[config.mk]
export PLATFORM = sky130hd
export DESIGN_NAME = par_ser_stream_converter
export DESIGN_NICKNAME = d
export VERILOG_FILES = /design/src/rtl/aes_stream_pkg.sv /design/src/rtl/psc_lane_reg.sv /design/src/rtl/par_ser_stream_converter.sv
export SDC_FILE = /design/constraint.sdc
export NUM_CORES = 1
export LEC_CHECK = 0
export CAP_MARGIN = 20
export CORE_UTILIZATION = 40
export CTS_CLUSTER_DIAMETER = 150
export DETAILED_ROUTE_END_ITERATION = 8
export GPL_ROUTABILITY_DRIVEN = 0
export GPL_TIMING_DRIVEN = 1
export PLACE_DENSITY = 0.68
export SLEW_MARGIN = 20
export SYNTH_ARGS = -nofsm -noshare
export SYNTH_HDL_FRONTEND = slang
export SYNTH_SLANG_ARGS = --single-unit
[constraint.sdc]
create_clock -name clk -period 3.3 [get_ports clk]
set_clock_uncertainty 0.1 [all_clocks]
set_input_delay 0.825 -clock clk [delete_from_list [all_inputs] [get_ports clk]]
set_output_delay 0.825 -clock clk [all_outputs]
set_load 0.005 [all_outputs]
[src/rtl/aes_stream_pkg.sv]
// rtl/aes_stream_pkg.sv - shared lane types and constants for the AES byte-stream converter
package aes_stream_pkg;

  localparam int LANE_W = 8;

  typedef logic [LANE_W-1:0] lane_t;

  typedef enum logic {
    ORDER_MSB_FIRST = 1'b0,
    ORDER_LSB_FIRST = 1'b1
  } lane_order_e;

  typedef enum logic [1:0] {
    SEL_HOLD   = 2'd0,
    SEL_LOAD   = 2'd1,
    SEL_SHIFT  = 2'd2,
    SEL_APPEND = 2'd3
  } lane_sel_e;

endpackage

[src/rtl/psc_lane_reg.sv]
// rtl/psc_lane_reg.sv - one storage lane with hold/load/shift/append next-value select
module psc_lane_reg
  import aes_stream_pkg::*;
#(
  parameter int W = LANE_W
) (
  input  logic      clk_i,
  input  logic      rst_i,
  input  lane_sel_e sel_i,
  input  logic [W-1:0] load_i,
  input  logic [W-1:0] shift_i,
  input  logic [W-1:0] app_i,
  output logic [W-1:0] lane_o
);

  logic [W-1:0] lane_q, lane_d;

  always_comb begin
    lane_d = lane_q;
    case (sel_i)
      SEL_HOLD:   lane_d = lane_q;
      SEL_LOAD:   lane_d = load_i;
      SEL_SHIFT:  lane_d = shift_i;
      SEL_APPEND: lane_d = app_i;
    endcase
  end

  always_ff @(posedge clk_i or posedge rst_i) begin
    if (rst_i) begin
      lane_q <= '0;
    end else begin
      lane_q <= lane_d;
    end
  end

  assign lane_o = lane_q;

endmodule

[src/rtl/par_ser_stream_converter.sv]
// rtl/par_ser_stream_converter.sv - parallel word to lane stream converter with serial append
module par_ser_stream_converter #(
  parameter int LANE_W    = aes_stream_pkg::LANE_W,
  parameter int NUM_LANES = 4,
  parameter int CNT_W     = $clog2(NUM_LANES + 1)
) (
  input  logic                          clk,
  input  logic                          rst,
  input  logic                          load_valid,
  output logic                          load_ready,
  input  logic [LANE_W*NUM_LANES-1:0]   load_data,
  input  logic                          lsb_first,
  input  logic                          app_valid,
  output logic                          app_ready,
  input  logic [LANE_W-1:0]             app_data,
  output logic                          out_valid,
  input  logic                          out_ready,
  output logic [LANE_W-1:0]             out_data,
  output logic                          out_last,
  output logic [CNT_W-1:0]              count
);

  localparam logic [CNT_W-1:0] FULL = CNT_W'(NUM_LANES);
  localparam logic [CNT_W-1:0] ONE  = CNT_W'(1);

  logic [CNT_W-1:0]  count_q, count_d;
  logic [CNT_W-1:0]  app_idx;
  logic [LANE_W-1:0] lane_q [NUM_LANES];
  logic              load_fire, app_fire, out_fire;
  logic              lsb_order;

  assign out_valid = (count_q != '0);
  assign out_last  = (count_q == ONE);
  assign out_data  = lane_q[0];
  assign count     = count_q;

  // Accepting at count==1 while draining lets the next word follow with no bubble.
  assign load_ready = ~rst & ((count_q == '0) | ((count_q == ONE) & out_ready));
  assign app_ready  = ~rst & ~load_valid & ((count_q < FULL) | out_ready);

  assign out_fire  = out_valid & out_ready;
  assign load_fire = load_valid & load_ready;
  assign app_fire  = app_valid & app_ready;
  assign lsb_order = (lsb_first == aes_stream_pkg::ORDER_LSB_FIRST);

  // Tail slot moves down one when the head leaves in the same cycle.
  assign app_idx = out_fire ? (count_q - ONE) : count_q;

  for (genvar i = 0; i < NUM_LANES; i++) begin : g_lane
    logic [LANE_W-1:0]          shift_src;
    logic [LANE_W-1:0]          load_src;
    aes_stream_pkg::lane_sel_e  sel;

    if (i < NUM_LANES - 1) begin : g_mid
      assign shift_src = lane_q[i+1];
    end else begin : g_tail
      assign shift_src = '0;
    end

    assign load_src = lsb_order ? load_data[i*LANE_W +: LANE_W]
                                : load_data[(NUM_LANES-1-i)*LANE_W +: LANE_W];

    always_comb begin
      sel = aes_stream_pkg::SEL_HOLD;
      if (load_fire) begin
        sel = aes_stream_pkg::SEL_LOAD;
      end else if (app_fire && (app_idx == CNT_W'(i))) begin
        sel = aes_stream_pkg::SEL_APPEND;
      end else if (out_fire) begin
        sel = aes_stream_pkg::SEL_SHIFT;
      end
    end

    psc_lane_reg #(
      .W(LANE_W)
    ) u_lane (
      .clk_i  (clk),
      .rst_i  (rst),
      .sel_i  (sel),
      .load_i (load_src),
      .shift_i(shift_src),
      .app_i  (app_data),
      .lane_o (lane_q[i])
    );
  end

  always_comb begin
    count_d = count_q;
    if (load_fire) begin
      count_d = FULL;
    end else begin
      count_d = count_q - CNT_W'(out_fire) + CNT_W'(app_fire);
    end
  end

  always_ff @(posedge clk or posedge rst) begin
    if (rst) begin
      count_q <= '0;
    end else begin
      count_q <= count_d;
    end
  end

endmodule

==> impl_metrics.py <==
metrics = {
    "route": {
        "ant_nets": 0,
        "dr_total_vias": 2353,
        "drt_iter0_markers": 188,
        "dr.pass1.iters": 6,
        "wl_per_cell_um": 15.9,
        "viasPerCell": 5.63,
        "drt-total-wl_um": 6660,
        "drc": 6,
    },
    "setup_path": {
        "cp_num_buf_inv": 3,
        "reg2reg_to": "count[2]",
        "ff2ff_setup_slack_ns": 0.24,
        "r2r_cells": 14,
        "critPathArrivalTime_ns": 2.16,
        "path_cells": "clkdlybuf4s50_1 > buf_4 > a211oi_1 > clkdlybuf4s50_1",
        "max_stage_delay_ns": 0.54,
        "cpLargestDelayFamily": "buffers and inverters",
        "cp-start-kind": "input port",
        "endpoint_kind": "output port",
        "crit_slowest_cell": "clkdlybuf4s50_1",
        "rr_startpoint": "count[0]",
        "worst-setup-path-type": "in -> out",
        "crit_fanout": 3,
        "worst_path_most_repeated_cell": "clkdlybuf4s50_1",
        "cp.required_ns": 2.37,
    },
    "grt": {
        "antenna_found_initial": 0,
        "grt.total_usage_pct": 19.6,
        "grt-ovfl-total": 0,
        "grt_max_degree": 36,
        "grt_pass1_wl_um": 10900,
        "grt_pass1_vias": 2233,
    },
    "cts": {
        "clkSlewWorstSetupHoldPaths_ns": 0.07,
        "clock-sinks": 35,
        "cts-htree-levels": 2,
        "cts_made_buffers": 5,
        "cts_tree": "built",
        "clockBufferDepth": 2,
        "clk_latency_ns": 0.29,
        "root_buffer": "clkbuf_8",
    },
    "floorplanning": {
        "io_pins": 61,
        "design.core.area_um2": 6420,
        "die_h_um": 83.9,
        "start_util_pct": 41.8,
        "die_x_um": 83.9,
        "dieArea_um2": 7040,
        "rows": 29,
    },
    "synthesis": {
        "ys_ff_latch": 35,
        "ys_warn_count": 0,
        "syn_area_um2": 2690,
        "netlist_instances": 276,
        "synth_cell_type_count": 35,
        "synth_nets": 328,
        "seq_area_frac_synth_pct": 32.6,
        "syn_area_per_cell_um2": 9.73,
    },
    "timing": {
        "maxSlewHeadroom_pct": 56.8,
        "finalSetupTns_ns": 0,
        "rsz0062_at_grt": "false",
        "finalCriticalPeriod_ns": 3.08,
        "hold_viol_final": 0,
        "tightest_slew_ns": 0.645,
        "setup_viol": 0,
        "final-max-slew-violation-count": 0,
        "max_freq_mhz": 325,
        "timing.final.crit_share_pct": 93.4,
    },
    "power_and_ir_drop": {
        "p_seq_share_pct": 34.1,
        "combinationalPowerShare_pct": 52.6,
        "p_leak_nw": 1.61,
        "finalPower_w": 0.00228,
        "switching_share_pct": 39.1,
        "ir_drop_v": 0.000220,
        "power_density_nw_per_um2": 661,
        "internal-power_w": 0.00139,
        "clkPwrFrac_pct": 13.4,
        "power.switching_w": 0.000892,
    },
    "cells_and_area": {
        "fill_cells": 580,
        "final_common_cell": "clkdlybuf4s50_1",
        "final_core_util_pct": 53.7,
        "layout_common_cells": "clkdlybuf4s50_1 (58), mux2i_1 (48), dfrtp_1 (35), nor2_1 (27), nor3_1 (27)",
        "nets": 392,
        "syn2layout_area_growth_pct": 28.4,
        "insertedDiodeCount": 0,
        "drive_gt1_share_pct": 14.1,
    },
    "run_status": {
        "violations": "DRC",
        "outcome": "finished, violations left",
    },
    "hold_path": {
        "min_path_cells": 2,
        "hold_class": "reg -> reg",
        "hp-start": "g_lane[0].u_lane.lane_o[5]",
        "whs_endpoint": "g_lane[0].u_lane.lane_o[5]",
    },
    "place": {
        "io_buffers": 60,
        "dpl.hpwl_um": 5050,
    },
    "run": {
        "max-cap-violations": 0,
    },
}
-- power groups by stage --
stage,Clock (W),Sequential [W],Combinational (W)
final,0.000305,0.000776,0.00120
after global routing,0.000327,0.000806,0.00131
after CTS,0.000306,0.000778,0.00120
after detailed placement,0,0.000784,0.00120
after global placement,0,0.000779,0.00116
after floorplan,0,0.000756,0.000783
-- logic make-up after synthesis --
logic type               after synthesis  synth area share (%)
AND/OR/NAND/NOR                       91                  16.2
multiplexers                          66                  25.5
AO/OA/AOI/OAI                         48                  15.4
flip-flops                            35                  32.6
buffers and inverters                 28                  6.52
adder cells (fa/ha/maj)                6                  3.08
XOR/XNOR                               2                 0.652
-- worst register-to-register path, cell delays in order (launching register included) --
cell and delay [ns]:
dfrtp_1 0.49, inv_1 0.20, ha_1 0.21, nor2b_4 0.23, inv_1 0.16, nand2_1 0.16, inv_1 0.06, ha_1 0.26
inv_1 0.06, ha_1 0.13, inv_1 0.05, fa_1 0.37, xnor2_1 0.18, xnor2_1 0.14, o21ai_0 0.12
-- stage by stage --
step / setup slack [ns] / hold WS [ns] / cells / instance area (um^2)
after global routing: 0.0127 / 0.482 / 418 / 3450
after floorplan: 0.0618 / 0.427 / 276 / 2690
after detailed placement: -0.167 / 0.446 / 410 / 3360
after global placement: -0.0572 / 0.444 / 410 / 3360
final: 0.219 / 0.457 / 418 / 3450
after CTS: 0.0291 / 0.459 / 418 / 3450
-- synth_stat cells, drive strengths merged --
library cell	instances	area (um^2)
dfrtp	35	876
a31oi	24	150
ha	5	62.6
a22o	8	70.1
fa	1	20.0
nor3	27	135
xnor2	2	17.5
mux2i	49	494
nor2b	3	26.3
nand3	24	120
nor2	27	101
o211ai	4	76.3
a21oi	1	5.00
nor4	1	6.26
inv	11	46.3
a211oi	4	30.0
o211a	3	30.0
a311oi	1	15.0
a2111oi	1	27.5
mux2	17	191
nand2b	1	6.26
o21ai	2	10.0
clkbuf	5	38.8
nand2	6	22.5
buf	12	90.1
and3	1	6.26
and4	1	10.0
-- layout make-up --
| type | instances | area, um^2 | area share [%] |
|---|---|---|---|
| Inverter | 11 | 46.3 | 1.34 |
| Clock inverter | 1 | 5.00 | 0.145 |
| Tap cell | 77 | 96.3 | 2.79 |
| Multi-Input combinational cell | 213 | 1650 | 47.7 |
| Clock buffer | 7 | 76.3 | 2.21 |
| Timing Repair Buffer | 74 | 703 | 20.4 |
| Sequential cell | 35 | 876 | 25.4 |
-- flip-flops by register name, indices dropped and copies added (netlist names) --
signal,flops
count,3
g_lane.u_lane.lane_o,32
-- how the worst max path moves through the flow --
| stage | depth (start not counted) | start | slack [ns] | to |
|---|---|---|---|---|
| 3_5_place_dp | 12 | out_ready | -0.17 | count[2] |
| 4_1_cts | 5 | out_ready | 0.03 | app_ready |
| 3_3_place_gp | 12 | out_ready | -0.06 | count[2] |
| 5_1_grt | 14 | count[0] | 0.01 | count[2] |
| 2_1_floorplan | 12 | out_ready | 0.06 | count[2] |
| 6_report | 4 | load_valid | 0.22 | app_ready |
-- routing by layer --
metal | up-vias | GRT usage, % | wire [um]
li1 | 1157 | - | -
met1 | 1116 | 29.5 | 3320
met2 | 71 | 28.2 | 2910
met3 | 9 | 2.37 | 330
met4 | 0 | 8.15 | 101
met5 | - | 0 | 0
-- what timing repair did --
item	CTS	global route
endpoints found under the setup margin	0	3
setup buffers	0	0
gates resized for setup	0	1
hold buffers	0	0
Note: power is estimated with default switching activity, not from simulation.
